==> src/rtl/exception_ctrl.sv <==
// Multicycle exception sequencer: on a fault, writes the return address to EPC,
// fetches the handler vector byte from memory and loads it into PC.
module exception_ctrl #(
  parameter logic [31:0] VEC_OPCODE = 32'd253,
  parameter logic [31:0] VEC_OVF    = 32'd254,
  parameter logic [31:0] VEC_DIVZ   = 32'd255
) (
  input  logic        clk,
  input  logic        rst,
  input  logic        exc_opcode,
  input  logic        exc_ovf,
  input  logic        exc_divz,
  input  logic [31:0] pc_in,
  input  logic [31:0] mem_rdata,
  output logic        exc_busy,
  output logic        mem_req,
  output logic [31:0] mem_addr,
  output logic        epc_wr,
  output logic [31:0] epc_data,
  output logic        pc_wr,
  output logic [31:0] pc_data,
  output logic [1:0]  cause,
  output logic [7:0]  exc_count,
  output logic        exc_done
);

  typedef enum logic [2:0] {IDLE, SAVE, FETCH, LOAD, DONE} state_t;

  state_t      state;
  logic [31:0] ret_pc;
  logic [31:0] vec;
  logic        any_exc;
  logic [1:0]  sel_cause;
  logic [31:0] sel_vec;
  logic        unused_rdata;

  assign any_exc = exc_opcode | exc_ovf | exc_divz;

  // Priority: opcode > overflow > divide-by-zero
  always_comb begin
    sel_cause = 2'b11;
    sel_vec   = VEC_DIVZ;
    if (exc_opcode) begin
      sel_cause = 2'b01;
      sel_vec   = VEC_OPCODE;
    end else if (exc_ovf) begin
      sel_cause = 2'b10;
      sel_vec   = VEC_OVF;
    end
  end

  always_ff @(posedge clk or negedge rst) begin
    if (!rst) begin
      state     <= IDLE;
      ret_pc    <= '0;
      vec       <= '0;
      cause     <= '0;
      exc_count <= '0;
      epc_wr    <= 1'b0;
      pc_wr     <= 1'b0;
      mem_req   <= 1'b0;
      exc_done  <= 1'b0;
    end else begin
      epc_wr   <= 1'b0;
      pc_wr    <= 1'b0;
      exc_done <= 1'b0;
      case (state)
        IDLE: if (any_exc) begin
          ret_pc    <= pc_in;
          vec       <= sel_vec;
          cause     <= sel_cause;
          exc_count <= exc_count + 8'd1;
          epc_wr    <= 1'b1;
          mem_req   <= 1'b1;
          state     <= SAVE;
        end
        SAVE:  state <= FETCH;
        FETCH: begin
          pc_wr <= 1'b1;
          state <= LOAD;
        end
        LOAD: begin
          mem_req  <= 1'b0;
          exc_done <= 1'b1;
          state    <= DONE;
        end
        DONE:    state <= IDLE;
        default: state <= IDLE;
      endcase
    end
  end

  // Read data arrives in LOAD, so pc_data passes it straight through
  assign exc_busy     = (state != IDLE);
  assign epc_data     = epc_wr  ? (ret_pc - 32'd4) : '0;
  assign mem_addr     = mem_req ? vec : '0;
  assign pc_data      = pc_wr   ? {24'b0, mem_rdata[7:0]} : '0;
  assign unused_rdata = ^mem_rdata[31:8];

endmodule

==> config.mk <==
export PLATFORM = sky130hd
export DESIGN_NAME = exception_ctrl
export DESIGN_NICKNAME = d
export VERILOG_FILES = /design/src/rtl/exception_ctrl.sv
export SDC_FILE = /design/constraint.sdc
export NUM_CORES = 1
export LEC_CHECK = 0
export ABC_AREA = 1
export CORE_MARGIN = 3
export CORE_UTILIZATION = 31
export DETAILED_ROUTE_END_ITERATION = 7
export HOLD_SLACK_MARGIN = 0.12
export PLACE_DENSITY = 0.66
export SYNTH_ARGS = -nofsm -noshare
export SYNTH_HDL_FRONTEND = slang
export SYNTH_SLANG_ARGS = --single-unit
==> constraint.sdc <==
create_clock -name clk -period 1.86 [get_ports clk]
set_input_delay 0.372 -clock clk [delete_from_list [all_inputs] [get_ports clk]]
set_output_delay 0.372 -clock clk [all_outputs]
set_load 0.1 [all_outputs]
==> results.json <==
{
  "status": "complete, but fails checks",
  "failed_checks": "setup timing",
  "core-area_um2": 10500,
  "cpMostUsedCell": "nand2_2",
  "fillers": 845,
  "grt_max_degree": 51,
  "clk_pin_slew_ns": 0.10,
  "synthTopCellsByArea": "dfrtp_1 37%, nand2_1 17%, buf_4 12%",
  "postSynthAreaPerCell_um2": 6.77,
  "die_y_um": 110,
  "cts_tree": "yes",
  "drc": 0,
  "dp.cells": 772,
  "slew_viol_final": 0,
  "cts.sinks": 50,
  "worstPathMaxFanout": 3,
  "synth.mux.area_fraction_pct": 0,
  "nets": 739,
  "synth.most_common_cell": "nand2_1",
  "drv_cap": 0,
  "rr_worst_depth": 6,
  "fin_skew_ns": 0.0138,
  "min_period_ns": 2.30,
  "areaGrowthSynthToFinish_pct": 92.3,
  "hold_viol": 0,
  "drt-pass1-iter-count": 5,
  "syn_area_um2": 3370,
  "antenna_left": 0,
  "cp-startpoint": "ret_pc[10]$_DFFE_PN0P_",
  "synth_top_family_by_area": "simple AND/OR/NAND/NOR gates",
  "synth_compound_area_share_pct": 8.18,
  "route.vias.total": 3604,
  "path_class": "reg -> out",
  "place.port_buffers": 107,
  "die_area_um2": 12100,
  "ff_latch_area_um2": 1270,
  "clk_path_buf_depth": 2,
  "vias_per_cell": 4.48,
  "antenna_cells": 0,
  "antenna_found_initial": 0,
  "setup_violations": 28,
  "min_to": "ret_pc[0]$_DFFE_PN0P_",
  "ys_warn_count": 0,
  "grt_pass1_wl_um": 16800,
  "grt_pass1_vias": 3504,
  "ys_seq_elements": 50,
  "required_ns": 1.49,
  "syn_inst": 497,
  "synth_top_area_share_pct": 37.2,
  "post-synth-top-area-cell": "dfrtp_1",
  "holdPathStages": 2,
  "gp_congestion": 0.863,
  "design_area_um2": 6470,
  "cts-root-buf": "clkbuf_8",
  "layout-drive-gt1-share_pct": 45.6,
  "synth_fa_ha_area_share_pct": 0.743,
  "fin_ws_ns": -0.444,
  "cp-start-kind": "register",
  "cp.arrival_ns": 1.93,
  "max_freq_mhz": 434,
  "grt_usage_pct": 17.7,
  "synthFlopType": "dfrtp_1",
  "ys_top_cells_by_count": "152 x nand2_1, 84 x nor2_1, 55 x buf_4, 51 x inv_1, 50 x dfrtp_1",
  "grt_overflow_total": 0,
  "slowest_stage": "dfrtp_2",
  "htree_levels": 2,
  "async_flop_share_pct": 100,
  "drt-total-wl_um": 11600,
  "reg2reg_to": "ret_pc[10]$_DFFE_PN0P_",
  "post_drt_wl_per_cell_um": 14.4,
  "synth_edf_count": 0,
  "regToRegStartpoint": "state[2]$_DFFE_PN0P_",
  "start_util_pct": 32.2,
  "critical_path.cell_chain": "nor2_2 -> nand2_1 -> nor2_2 -> nand2_4 -> inv_2 -> nand2_2 -> nand2_2 -> nand2_2 -> nor2_4 -> buf_12",
  "die-width_um": 110,
  "hold_path_class": "reg -> reg",
  "post-route-period-util_pct": 124,
  "synth.distinct_cells": 29,
  "pin_count": 180,
  "rsz0062_at_grt": "yes",
  "placed_area_um2": 5710,
  "synth_simple_gate_area_share_pct": 31.0,
  "multi_input_area_um2": 2300,
  "clk_latency_ns": 0.31,
  "dp_hpwl_um": 8170,
  "r2r_slack_ns": 0.35,
  "core.rowCount": 37,
  "fin_cells": 805,
  "drt_iter0_drc": 127,
  "synth_xor_area_share_pct": 2.34,
  "ys_seq_area_share_pct": 37.2,
  "hold_slack_ns": 0.510,
  "endpoint_kind": "output pin",
  "numCtsBuffers": 5,
  "min_from": "ret_pc[0]$_DFFE_PN0P_",
  "cp_slowest_stage_delay_ns": 0.46
}
## flip-flops by register name (all words and copies together), names as in the netlist
register / count
pc_wr: 1
state: 3
cause: 1
mem_req: 1
exc_count: 8
epc_wr: 1
vec: 2
ret_pc: 32
exc_done: 1
## area by class of cell
cell class              count  share of cell area, %
multi-input cells         375                   35.5
clock inverters             1                  0.464
repair buffers            184                   36.6
clock buffers               7                   1.33
flip-flops and latches     50                   19.7
inverters                  52                   3.79
well taps                 136                   2.63
## placed cells by master, fill, tap and decap left out, drive strengths merged
| cell type | n |
|---|---|
| o21bai | 2 |
| clkinvlp | 12 |
| nand3 | 6 |
| nand3b | 2 |
| a31oi | 1 |
| xor2 | 5 |
| nand2 | 154 |
| buf | 140 |
| a21oi | 14 |
| dlygate4sd3 | 1 |
| xnor2 | 4 |
| o22ai | 1 |
| dfrtp | 50 |
| or2 | 1 |
| clkdlybuf4s50 | 43 |
| o21a | 1 |
| nor3 | 8 |
| inv | 40 |
| ha | 2 |
| clkbuf | 7 |
| o21ai | 34 |
| bufinv | 1 |
| nand4 | 4 |
| conb | 48 |
| nor2 | 88 |
## worst max-delay path, delay by kind of cell, from the launching register on
kind / cells / cell delay (ns)
buf+inv: 2 / 0.24
simple gates: 8 / 0.91
flops: 1 / 0.46
## timing repair
action,in CTS,in global routing
pin swaps,19,34
hold buffers,1,0
buffers inserted,16,11
endpoints found under the setup margin,32,32
hold endpoints to repair,50,0
resized for setup,56,90
## worst max-delay path by stage
stage                    to  slack, ns  cells past startpoint
2_1_floorplan  epc_data[18]      -0.27                      5
3_3_place_gp   epc_data[24]      -0.11                      8
3_5_place_dp   epc_data[28]      -0.14                      9
4_1_cts        epc_data[20]      -0.40                      9
5_1_grt        epc_data[12]      -0.57                      8
6_report       epc_data[23]      -0.44                     10
## cell families after synthesis
group                      Yosys count
and+or+nand+nor                    263
buffers and inverters              119
AOI/OAI and AO/OA                   53
DFF                                 50
xor gates and xnor gates             9
adders and majority gates            2
other                                1
## per-layer routing
metal / GRT usage, % / up-vias / routed length, um
met5: 0 / - / 0
li1: - / 1760 / -
met2: 32.8 / 122 / 6320
met3: 3.73 / 19 / 746
met4: 5.36 / 0 / 225
met1: 20.4 / 1703 / 4280
## metrics by stage
stage | TNS [ns] | util [%] | worst slack [ns]
2_1_floorplan | -3.93 | - | -0.268
3_5_place_dp | -2.01 | 54.6 | -0.139
6_report | -9.97 | 61.9 | -0.444
4_1_cts | -9.42 | 58.5 | -0.401
3_3_place_gp | -1.26 | 54.6 | -0.112
5_1_grt | -12.26 | 61.9 | -0.574
Power is left out: the tool's default activity adds up to more than one toggle a clock period on the data nets, which glitch-free logic cannot reach.
